[config.mk]
export PLATFORM = sky130hd
export DESIGN_NAME = bist_sig_analyzer
export DESIGN_NICKNAME = d
export VERILOG_FILES = /design/src/rtl/bist_sig_analyzer.sv
export SDC_FILE = /design/constraint.sdc
export NUM_CORES = 1
export LEC_CHECK = 0
export ABC_AREA = 1
export CORE_MARGIN = 2
export CORE_UTILIZATION = 35
export DETAILED_ROUTE_END_ITERATION = 6
export PLACE_DENSITY_LB_ADDON = 0.1
export REMOVE_ABC_BUFFERS = 1
export SLEW_MARGIN = 40
export SYNTH_ARGS = -nofsm -noshare
export SYNTH_HDL_FRONTEND = slang
export SYNTH_SLANG_ARGS = --single-unit
export TNS_END_PERCENT = 30
[constraint.sdc]
create_clock -name clk -period 1.6 [get_ports clk]
set_clock_uncertainty 0.05 [all_clocks]
set_input_delay 0.24 -clock clk [delete_from_list [all_inputs] [get_ports clk]]
set_output_delay 0.24 -clock clk [all_outputs]
set_load 0.01 [all_outputs]
[src/rtl/bist_sig_analyzer.sv]
// BIST signature analyzer: compacts a 3-bit pattern stream into a MISR (x^3+x+1) over PATTERNS
// valid samples, then freezes the signature. Define BIST_GOLDEN_CMP_EN to build the golden compare.
module bist_sig_analyzer #(
   parameter int unsigned      WIDTH    = 3,
   parameter int unsigned      PATTERNS = 7,
   parameter logic [WIDTH-1:0] SEED     = 3'b000,
   parameter logic [WIDTH-1:0] GOLDEN   = 3'b101
) (
   input  logic             clk,
   input  logic             set,
   input  logic             start,
   input  logic [WIDTH-1:0] din,
   input  logic             din_valid,
   output logic [WIDTH-1:0] sig,
   output logic             busy,
   output logic             done,
   output logic             pass
);

   typedef enum logic [1:0] {
      StIdle = 2'b00,
      StRun  = 2'b01,
      StDone = 2'b10
   } state_e;

   localparam logic [7:0] LastCount = 8'(PATTERNS);

   state_e           state_q, state_d;
   logic [WIDTH-1:0] sig_q, sig_d;
   logic [7:0]       cnt_q, cnt_d;
   logic [WIDTH-1:0] misr_next;

   // Internal-XOR MISR: shift up with x^3 folded back into taps x^1 and x^0.
   always_comb begin
      misr_next    = sig_q;
      misr_next[0] = sig_q[2] ^ din[0];
      misr_next[1] = sig_q[0] ^ sig_q[2] ^ din[1];
      misr_next[2] = sig_q[1] ^ din[2];
   end

   always_comb begin
      state_d = state_q;
      sig_d   = sig_q;
      cnt_d   = cnt_q;
      unique case (state_q)
         StIdle, StDone: begin
            // A start that collides with din_valid is taken as a start only.
            if (start) begin
               state_d = StRun;
               sig_d   = SEED;
               cnt_d   = '0;
            end
         end
         StRun: begin
            if (din_valid) begin
               sig_d = misr_next;
               cnt_d = cnt_q + 8'd1;
               if (cnt_d == LastCount) begin
                  state_d = StDone;
               end
            end
         end
         default: begin
            state_d = StIdle;
            sig_d   = SEED;
            cnt_d   = '0;
         end
      endcase
   end

   always_ff @(posedge clk) begin
      if (set) begin
         state_q <= StIdle;
         sig_q   <= SEED;
         cnt_q   <= '0;
      end else begin
         state_q <= state_d;
         sig_q   <= sig_d;
         cnt_q   <= cnt_d;
      end
   end

   assign sig  = sig_q;
   assign busy = (state_q == StRun);
   assign done = (state_q == StDone);

`ifdef BIST_GOLDEN_CMP_EN
   assign pass = (state_q == StDone) && (sig_q == GOLDEN);
`else
   assign pass = 1'b0;
`endif

   a_busy_done_excl : assert property (@(posedge clk) disable iff (set) !(busy && done));
   a_cnt_bounded : assert property (@(posedge clk) disable iff (set) cnt_q <= LastCount);

endmodule
==> impl_summary.md, run 1 <==
Status
The run finished with clean final reports.

Clock network
Counting the buffers created by CTS gives 3. CTS built an H-tree with a depth of 1. Clock-pin slew was measured on the worst setup and hold paths at 0.09 ns. The clock reaches the later pin of the worst-skew pair after 0.27 ns. The maximum clock path buffer count is 2. The root cell of the clock tree is clkbuf_4. The total setup buffers inserted after CTS is 0. The sink count of the clock tree is 13.

TritonCTS built the clock tree. The total of hold buffers inserted after clock tree synthesis is 0. The number of gates resized after CTS was 4.

Critical path
The critical-path cell with the highest stage delay is clkdlybuf4s50_1. Of all nets on the critical path, the largest fanout is 5. The critical path goes through clkdlybuf4s50_1.

The family with the most delay on the worst path is buffers and inverters. The maximum single-stage delay on the critical path is 0.56 ns. The worst setup path startpoint is sig[2]. The startpoint identified for the worst register-to-register timing path is cnt_q[1]. At the worst endpoint, the required time is 1.31 ns. Counting both buffers and inverters, the worst setup path holds a total of 1. The data arrival time of the worst path is 1.22 ns. The setup path with the least slack is of type register to output port. The element type at the critical path end is an output port. The type of element launching the critical path is a register.

Die
The vertical die dimension is 51 µm. The starting density of the core is 35.99%. The die area is 2601 µm².

The floorplan step defined a core boundary enclosing 2148 µm². The number of core rows is 17. The die boundary width is 51 µm. For this design the top-level I/O count stands at 13.

Detailed routing
The remaining routing DRC violations is 0. The routed layout has 751 vias. The number of DRC markers in iteration 0 is 7. The number of iterations in the first detailed-routing pass is 4. After detailed routing, the total wire length is 1678 µm. The average vias per placed instance is 4.607. In this run the remaining antenna-violating nets after routing total 0. The routed length per placed instance is 10.29 µm.

Final layout
Compared with the post-synthesis result, the final layout area differs by 27.83%. The number of antenna cells inserted is 0. Of the cells placed in the final design, the portion with a size suffix greater than 1 is 16.30%. The count of cells in the finished layout, fillers not included, comes to 163. The final layout contains 145 nets. The top cell types in the final layout, fill and taps aside, are nand2_1 (36), inv_1 (14), a21oi_1 (13). The library cell used most frequently in the layout, excluding fill and tap cells, is nand2_1.

Synth
The sequential share of the synthesized area is 33.66%. After Yosys synthesis, and, or, nand and nor cells account for 38.03% of the synthesized area. Summing the areas of all compound-gate instances in the mapped netlist gives 13.11% of the synthesized area. The yosys synthesis warning count is 0. By area the synthesized netlist is led by dfxtp_1 (34%), nand2_1 (17%), a21oi_1 (8.4%). The proportion of synthesized area in mux cells is 0%. Counting every instance in the synthesized netlist gives 117. The post-synthesis share of cell area spent on full adders, half adders and majority gates is 3.236%. The number of distinct standard cells referenced by the synthesized netlist is 23. The cell area after synthesis is 773.2 µm². Of all cell types, the one taking the most synthesized area is dfxtp_1. After Yosys synthesis, XOR and XNOR cells account for 2.265% of the synthesized area.

The largest family of logic cells by synthesized area is simple AND/OR/NAND/NOR gates. The top cell type by area accounts for 33.66% of the synthesized area. The average cell area after synthesis is 6.609 µm². The register bit total from synthesis is 13.

GRT
Entering global routing, the biggest net connects 11 pins. The first global-routing pass estimated 2829 µm of wire. The via count of the first global-routing pass is 670. The combined global-route utilization of all metal layers is 14.69%.

The number of antenna violations at the first check in global routing was 0. After global routing the overflow that remains totals 0.

Placement
After detailed placement, the design holds a cell count of 159. At the placement stage, the worst setup path has a slack of 0.08637 ns. The estimated wirelength of the detail-placed design is 1332 µm. The port buffer count is 11.

The placer's final routability congestion estimate is 0.7700.

Pwr
The largest voltage drop on the vdd net is 0.0003660 V. The static leakage is 0.4196 nW. The power density relative to cell area is 667.8 nW/µm².

Run
The tool flagged a number of max-cap violations equal to 0.

Timing
Summed over all failing endpoints, the final setup total negative slack is 0 ns. The final critical path time including I/O delays and setup is 1.514 ns. The fraction of the cycle the final worst path needs is 94.65%. The total of endpoints with negative setup slack in the final report is 0. The maximum clock rate is 660.3 MHz. The final count of hold timing violations is 0. Setup slack on the critical path of the routed design comes to 0.08554 ns.

Setup repair after global routing left no endpoint under its margin. The number of slew-limit violations in the final report is 0.

Min path
The launch point of the worst hold path is cnt_q[6]. The kind of path behind the tightest hold check is register to register.
## per-stage QoR
stage	hold slack (ns)	utilization (%)	area [µm²]	power, mW
6_report	0.4370	46.01	988.4	0.6601
5_1_grt	0.4713	46.01	988.4	0.7021
4_1_cts	0.4344	45.84	984.7	0.6763
3_5_place_dp	0.4212	44.55	957.2	0.4675
3_3_place_gp	0.4207	44.55	957.2	0.4653
2_1_floorplan	0.2591	-	762.0	0.4040
## final cells by class
| cell class | instances | area [µm²] |
|---|---|---|
| Timing Repair Buffer | 16 | 157.7 |
| Sequential cell | 13 | 265.3 |
| Tap cell | 28 | 35.03 |
| Inverter | 16 | 60.06 |
| Fill cell | 234 | 1160 |
| Clock buffer | 4 | 26.28 |
| Multi-Input combinational cell | 86 | 444.2 |
## final timing paths
check	to	slack, ns	cells past startpoint
max	sig[2]	0.09	1
min	cnt_q[6]	0.44	2
max reg2reg	state_q[0]	0.18	9
min reg2reg	cnt_q[6]	0.44	2
## report_power, final
group | internal (mW) | switching (mW) | leakage, nW
Combinational | 0.0592 | 0.0563 | 0.298
Sequential | 0.331 | 0.00865 | 0.107
Clock | 0.0964 | 0.108 | 0.0150
Total | 0.487 | 0.173 | 0.420
## synthesized netlist by cell type
master    count
nor2_4        2
nor2_1        5
a21oi_2       1
nand2_1      36
or2_2         3
nand2_2       1
ha_1          2
nor2_2        1
nand3b_1      1
o21ai_0       4
inv_2         2
a21oi_1      13
clkbuf_1      1
inv_1        14
nor3_4        1
xnor2_1       1
nand4_1       2
buf_4         1
conb_1        1
nand3_1      10
o21bai_1      1
xor2_1        1
dfxtp_1      13
## cell families after synthesis
family | count (synthesis)
buffers and inverters | 18
adder cells (fa/ha/maj) | 2
AO/OA/AOI/OAI | 19
flip-flops | 13
AND/OR/NAND/NOR | 62
XOR/XNOR | 2
other | 1
## sequential cells by signal, summed over array words and instances (netlist names)
register  flops
sig           3
state_q       2
cnt_q         8
## routing by layer
metal	GRT usage [%]	part of all wire, %	vias to the layer above
met4	6.757	0.72	0
met1	19.20	50	337
met5	0	0	-
met2	22.51	47	6
met3	3.801	2.3	2
li1	-	-	406
(Power assumes the default switching activity.)
==> run 2: changes to the inputs <==
--- a/config.mk
+++ b/config.mk
@@ -7,7 +7,7 @@
 export LEC_CHECK = 0
 export ABC_AREA = 1
 export CORE_MARGIN = 2
-export CORE_UTILIZATION = 35
+export CORE_UTILIZATION = 50
 export DETAILED_ROUTE_END_ITERATION = 6
 export PLACE_DENSITY_LB_ADDON = 0.1
 export REMOVE_ABC_BUFFERS = 1
==> run 2 against run 1 <==
- design area shrank 1.4%
- flip-flop and latch count unchanged
- clock power about the same
- sequential power hardly changed
- critical path depth is the same
- fmax increased by 1.4%
- routed wire length up 3.0%
- critical endpoint unchanged
==> impl_summary.md, run 2 (same netlist as run 1, synthesis figures left out) <==
Status
The run finished with clean final reports.

Critical path
The critical-path cell with the highest stage delay is clkdlybuf4s50_1. The largest fanout of any net on the critical path is 5. The buffers plus inverters on the worst setup path is 1.

On the critical path the largest part of the delay comes from buffers and inverters. The data arrival time of the worst path is 1.20 ns. On the worst path, the slowest cell contributes a delay of 0.55 ns. The type of element launching the critical path is a register.

The critical path goes through clkdlybuf4s50_1. The worst setup path is captured at an output port. The critical path is of the register to output port type. Data on the critical path is required at its endpoint by 1.31 ns.

GRT
The wire length of the first global-routing pass is 2973 µm. Entering global routing, the biggest net connects 11 pins. The via count of the first global-routing pass came to 748. Global routing finished with a remaining overflow of 0. The number of antenna violations at the first check in global routing is 0.

The combined global-route utilization of all metal layers is 21.56%.

Die
The die boundary width is 43.33 µm. The die area is 1877 µm². The number of I/O pins is 13. The floorplan has 14 rows. The initial utilization of the core area, before any placement, comes to 52.55%. The floorplan step defined a core boundary enclosing 1471 µm².

The floorplan step set the die height to 43.33 µm.

Clock network
The tree is rooted in a clkbuf_4. At the later pin of the worst-skew pair, clock insertion delay measures 0.28 ns. The CTS tree is built.

The clock slew seen by the registers of the worst setup and hold paths is 0.08 ns. Clock tree synthesis inserted a total of 3 buffers. The maximum clock path buffer count is 2. The number of H-tree branching levels is 1. The sink count of the clock tree is 13.

The total setup buffers inserted after CTS is 0.

Final layout
The number of antenna diodes in the final layout is 0. The layout has 148 filler cells. Cells with a size suffix above 1 make up 17.04% of the layout. The area growth from synthesis to layout is 26.05%. The flip-flop count of the largest register, all copies and words added is 8. Leaving out fill and tap cells, the most frequent cell in the layout is nand2_1. The number of nets at the end of the flow is 145. Counting flops per register, the top entry is cnt_q. In the layout the commonest cells are nand2_1 (36), inv_1 (14), a21oi_1 (13).

Timing
The final count of hold timing violations was 0. The final critical path time including I/O delays and setup is 1.494 ns. The worst-case hold slack is 0.4350 ns. The number of slew-limit violations in the final report came to 0. Setup repair after global routing left no endpoint under its margin.

The maximum clock rate is 669.4 MHz. The setup TNS is 0 ns. The total of endpoints with negative setup slack in the final report is 0. Of the available clock period, the critical path in the final layout requires 93.37%.

Placement
The placer's final routability congestion estimate is 0.8385. The port buffer count is 11. The estimated wirelength of the detail-placed design is 1327 µm.

Min path
The kind of path behind the tightest hold check is register to register.

Run
The tool flagged a number of max-cap violations equal to 0.

Detailed routing
The detail route stage leaves a number of antenna-violating nets equal to 0. After detailed routing, the number of remaining DRC violations is 0. The number of iterations in the first detailed-routing pass is 4. For this block, the routed nets add up to 1728 µm of wire. The detailed router finished its first iteration with 12 violations. For this block, the via count after detailed routing is 773.

The average vias per placed instance is 5.119. After detailed routing, the average wire length per cell comes to 11.44 µm.

Pwr
The worst-case IR drop observed on VDD is 0.0005936 V. For this design the ratio of total power to cell area is 680.9 nW/µm². For this design the static power due to leakage is 0.4171 nW.
run 2: through the flow:
stage	setup slack (ns)	util (%)	std cells	power (mW)	cell area [µm²]
2_1_floorplan	0.3017	-	115	0.4040	762.0
4_1_cts	0.03124	65.90	151	0.6676	969.7
5_1_grt	0.04206	66.24	151	0.6960	974.7
3_5_place_dp	0.1038	64.03	147	0.4655	942.2
3_3_place_gp	0.1291	64.03	147	0.4630	942.2
6_report	0.1061	66.24	151	0.6637	974.7
run 2: cell type report:
type                            instances  area [µm²]  share of cell area [%]
Clock buffer                            4       26.28                   2.696
Multi-Input combinational cell         86       444.2                   45.57
Tap cell                               16       20.02                   2.054
Inverter                               16       60.06                   6.162
Timing Repair Buffer                   16       157.7                   16.17
Sequential cell                        13       266.5                   27.34
run 2: worst min-delay path, stage by stage, from the launching register on:
cell and delay [ns]:
dfxtp_1 0.33, nand2_1 0.06, a21oi_1 0.05
run 2: path summary, 6_finish.rpt:
check	end	slack (ns)	start	depth (start not counted)
max reg2reg	state_q[0]	0.16	cnt_q[1]	9
max	sig[2]	0.11	sig[2]	1
min	cnt_q[7]	0.44	cnt_q[7]	2
min reg2reg	cnt_q[7]	0.44	cnt_q[7]	2
run 2: what timing repair did:
action,CTS,global route
endpoints found under the setup margin,2,3
resized for setup,4,3
hold endpoints to repair,0,0
hold buffers,0,0
run 2: power by group:
part	internal, mW	leakage, nW	switching, mW
Sequential	0.332	0.107	0.00897
Clock	0.0968	0.0150	0.111
Combinational	0.0591	0.295	0.0565
Total	0.488	0.417	0.176
run 2: per-layer routing:
metal,share of wire (%),GRT usage [%],wire (µm),up-vias
met2,48,33.43,822,15
met1,45,25.97,776,343
met5,0,0,0,-
met3,3.5,3.830,60,8
li1,-,-,-,407
met4,3.9,16.97,68,0
==> run 3: changes to the inputs <==
--- a/config.mk
+++ b/config.mk
@@ -7,7 +7,8 @@
 export LEC_CHECK = 0
 export ABC_AREA = 1
 export CORE_MARGIN = 2
-export CORE_UTILIZATION = 50
+export CORE_UTILIZATION = 45
+export CTS_CLUSTER_DIAMETER = 100
 export DETAILED_ROUTE_END_ITERATION = 6
 export PLACE_DENSITY_LB_ADDON = 0.1
 export REMOVE_ABC_BUFFERS = 1
==> constraint.sdc (replaced) <==
create_clock -name clk -period 1.3 [get_ports clk]
set_clock_uncertainty 0.05 [all_clocks]
set_input_delay 0.195 -clock clk [delete_from_list [all_inputs] [get_ports clk]]
set_output_delay 0.195 -clock clk [all_outputs]
set_load 0.01 [all_outputs]
==> run 3 against run 2 <==
- the run now ends with negative setup slack left
- flip-flop and latch count stayed put
- non-clock buffer count is 5 higher
- first-iteration DRC count grew to 2.5 times the previous value
- largest power group unchanged
- register-to-register slack worse by 0.20 ns
- via count is 2.6% higher
- power is 22% higher
- clock power is 20% higher
==> impl_summary.md, run 3 (same netlist as run 1, synthesis figures left out) <==
GRT
For this run, the total global-route usage over all layers was measured as 18.79%. The wire length of the first global-routing pass is 2842 µm. The fraction of met2 tracks used by global routing is 33.80%. The number of antenna violations at the first check in global routing was 0.

The fraction of met3 tracks used by global routing is 3.571%. The aggregate global routing overflow is 0. The via count of the first global-routing pass is 728. The largest net degree at the start of global routing is 11. The layer flagged by global routing as most heavily used is met2. The global routing met1 resource utilization is 22.36%.

Critical path
The maximum single-stage delay on the critical path is 0.34 ns. The buffers plus inverters on the worst setup path is 1. Along the worst path, the maximum fanout reaches 3. The element type at the critical path end is a register. The critical-path cell with the highest stage delay is dfxtp_2. The data arrival time of the worst path is 1.45 ns. The type of element launching the critical path is a register.

The start-to-end type of the worst setup path is register to register. The signal on the critical path passes through ha_4, nand2_2, inv_2, nor2_4, nand3_2, nor2_2, nand3_1, nand2_1, a21oi_2. Broken down by cell family, the worst path's largest delay share belongs to simple AND/OR/NAND/NOR gates. Data on the critical path is required at its endpoint by 1.41 ns.

Timing
The setup TNS is -0.03683 ns. The final count of hold timing violations came to 0. Setup violations remaining at the end of the flow were counted as 1.

Setup slack on the critical path of the routed design comes to -0.03683 ns. For this run, the top clock speed supported by timing is 748.0 MHz. The fraction of the cycle the final worst path needs is 102.8%. The number of slew-limit violations in the final report is 0. Setup repair after global routing could not meet its margin everywhere. The final critical path time including I/O delays and setup is 1.337 ns.

Detailed routing
The routed length per placed instance is 11.28 µm. The number of DRC markers in iteration 0 is 30. The number of vias in the routed layout is 793. The pre-antenna-repair detailed-routing pass consisted of 4 iterations.

The post-detailed-routing wire length is 1760 µm. Using the TritonRoute via totals, the vias-per-cell ratio works out to 5.083. The number of antenna-violating nets in the routed design is 0. The remaining routing DRC violations is 0.

Status
The final reports fail on negative setup slack. The flow ran to the end, but the final reports show violations.

Pwr
The final total power is 809.6 µW. Across the VDD grid, the largest voltage drop is 0.0005507 V. For this design the static power due to leakage is 0.4519 nW. For this design the ratio of total power to cell area is 773.1 nW/µm².

Final layout
The number of antenna cells inserted is 0. The area growth from synthesis to layout is 35.44%. Leaving out fill and tap cells, the most frequent cells in the layout are nand2_1 (33), inv_1 (13), a21oi_1 (13). The most frequent standard cell in the layout excluding fill and tap cells is nand2_1. The ratio of cells with drive above 1 in the final layout is 27.86%. At the end of the flow the core is filled with cells to 67.18%. The flip-flop count of the largest register, all copies and words added is 8. The number of nets at the end of the flow is 150. The register with the most flip-flops in the final layout is cnt_q.

Die
Once the floorplan was initialized, standard cells occupied 49.60% of the core. The die boundary width is 45.45 µm. The floorplan step defined a die boundary enclosing 2066 µm². The floorplan has 14 rows. The die is 45.45 µm tall. The total area inside the core boundary comes to 1559 µm². The number of I/O pins is 13.

Clock network
Counting the buffers created by CTS gives 3. Clock tree synthesis found a total of 13 sinks. CTS built an H-tree with a depth of 1. In this run the clock root is driven by a clkbuf_4. The clock slew seen by the registers of the worst setup and hold paths is 0.08 ns.

Clock latency on the worst-skew pair, taken at its later pin, is 0.27 ns. The longest clock path from root to sink contains 2 buffers. The CTS tree is built.

Placement
The placer's final routability congestion estimate is 0.8661. The port buffer count is 11. Once detailed placement completed, the half-perimeter wirelength came to 1300 µm.

Min path
The worst hold path belongs to the class register to register.

Run
Across the run, the number of max-cap violations was 0.
-- run 3: cell types whose count changed in the layout (fill, tap and decap cells not counted), moves of 3 or more --
cell and delta:
buf_4 +5, clkdlybuf4s50_1 -3, nand2_1 -3, nand2_2 +3, nor2_1 -3
-- run 3: worst min-delay path: stages, from the launching register on --
cell and delay [ns]:
dfxtp_1 0.33, nand2_1 0.07, a21oi_1 0.05
-- run 3: timing repair --
action,4_1_cts,5_1_grt
pin swaps,1,11
resized for setup,12,14
endpoints found under the hold margin,0,0
hold buffers,0,0
gates cloned,0,0
setup buffers,0,1
endpoints found under the setup margin,7,12
-- run 3: through the flow --
stage / setup slack, ns / std cells / hold WS (ns) / area [µm²]
2_1_floorplan: 0.001730 / 115 / 0.2141 / 762.0
3_3_place_gp: -0.1239 / 151 / 0.4148 / 972.2
3_5_place_dp: -0.1513 / 151 / 0.4282 / 972.2
4_1_cts: -0.05888 / 155 / 0.4402 / 1003
5_1_grt: -0.1230 / 156 / 0.4850 / 1047
6_report: -0.03683 / 156 / 0.4384 / 1047
-- run 3: area by class of cell --
cell class / instances / area [µm²]
Sequential cell: 13 / 267.8
Tap cell: 16 / 20.02
Timing Repair Buffer: 21 / 188.9
Inverter: 16 / 60.06
Fill cell: 158 / 511.7
Clock buffer: 4 / 26.28
Multi-Input combinational cell: 86 / 484.2
-- run 3: layer usage --
metal,routed length [µm],part of all wire (%)
met1,807,46
met3,66,3.8
met5,0,0
met2,886,50
met4,0,0
-- run 3: worst paths after layout --
path / slack [ns] / cells after the start / startpoint / endpoint
max: -0.04 / 9 / cnt_q[0] / state_q[0]
min: 0.44 / 2 / cnt_q[7] / cnt_q[7]
max reg2reg: -0.04 / 9 / cnt_q[0] / state_q[0]
min reg2reg: 0.44 / 2 / cnt_q[7] / cnt_q[7]
-- run 3: report_power, final --
group / internal, mW / switching [mW] / total, mW
clock network: 0.119 / 0.129 / 0.248
logic: 0.0722 / 0.0707 / 0.143
registers: 0.408 / 0.0110 / 0.419
total: 0.599 / 0.211 / 0.810
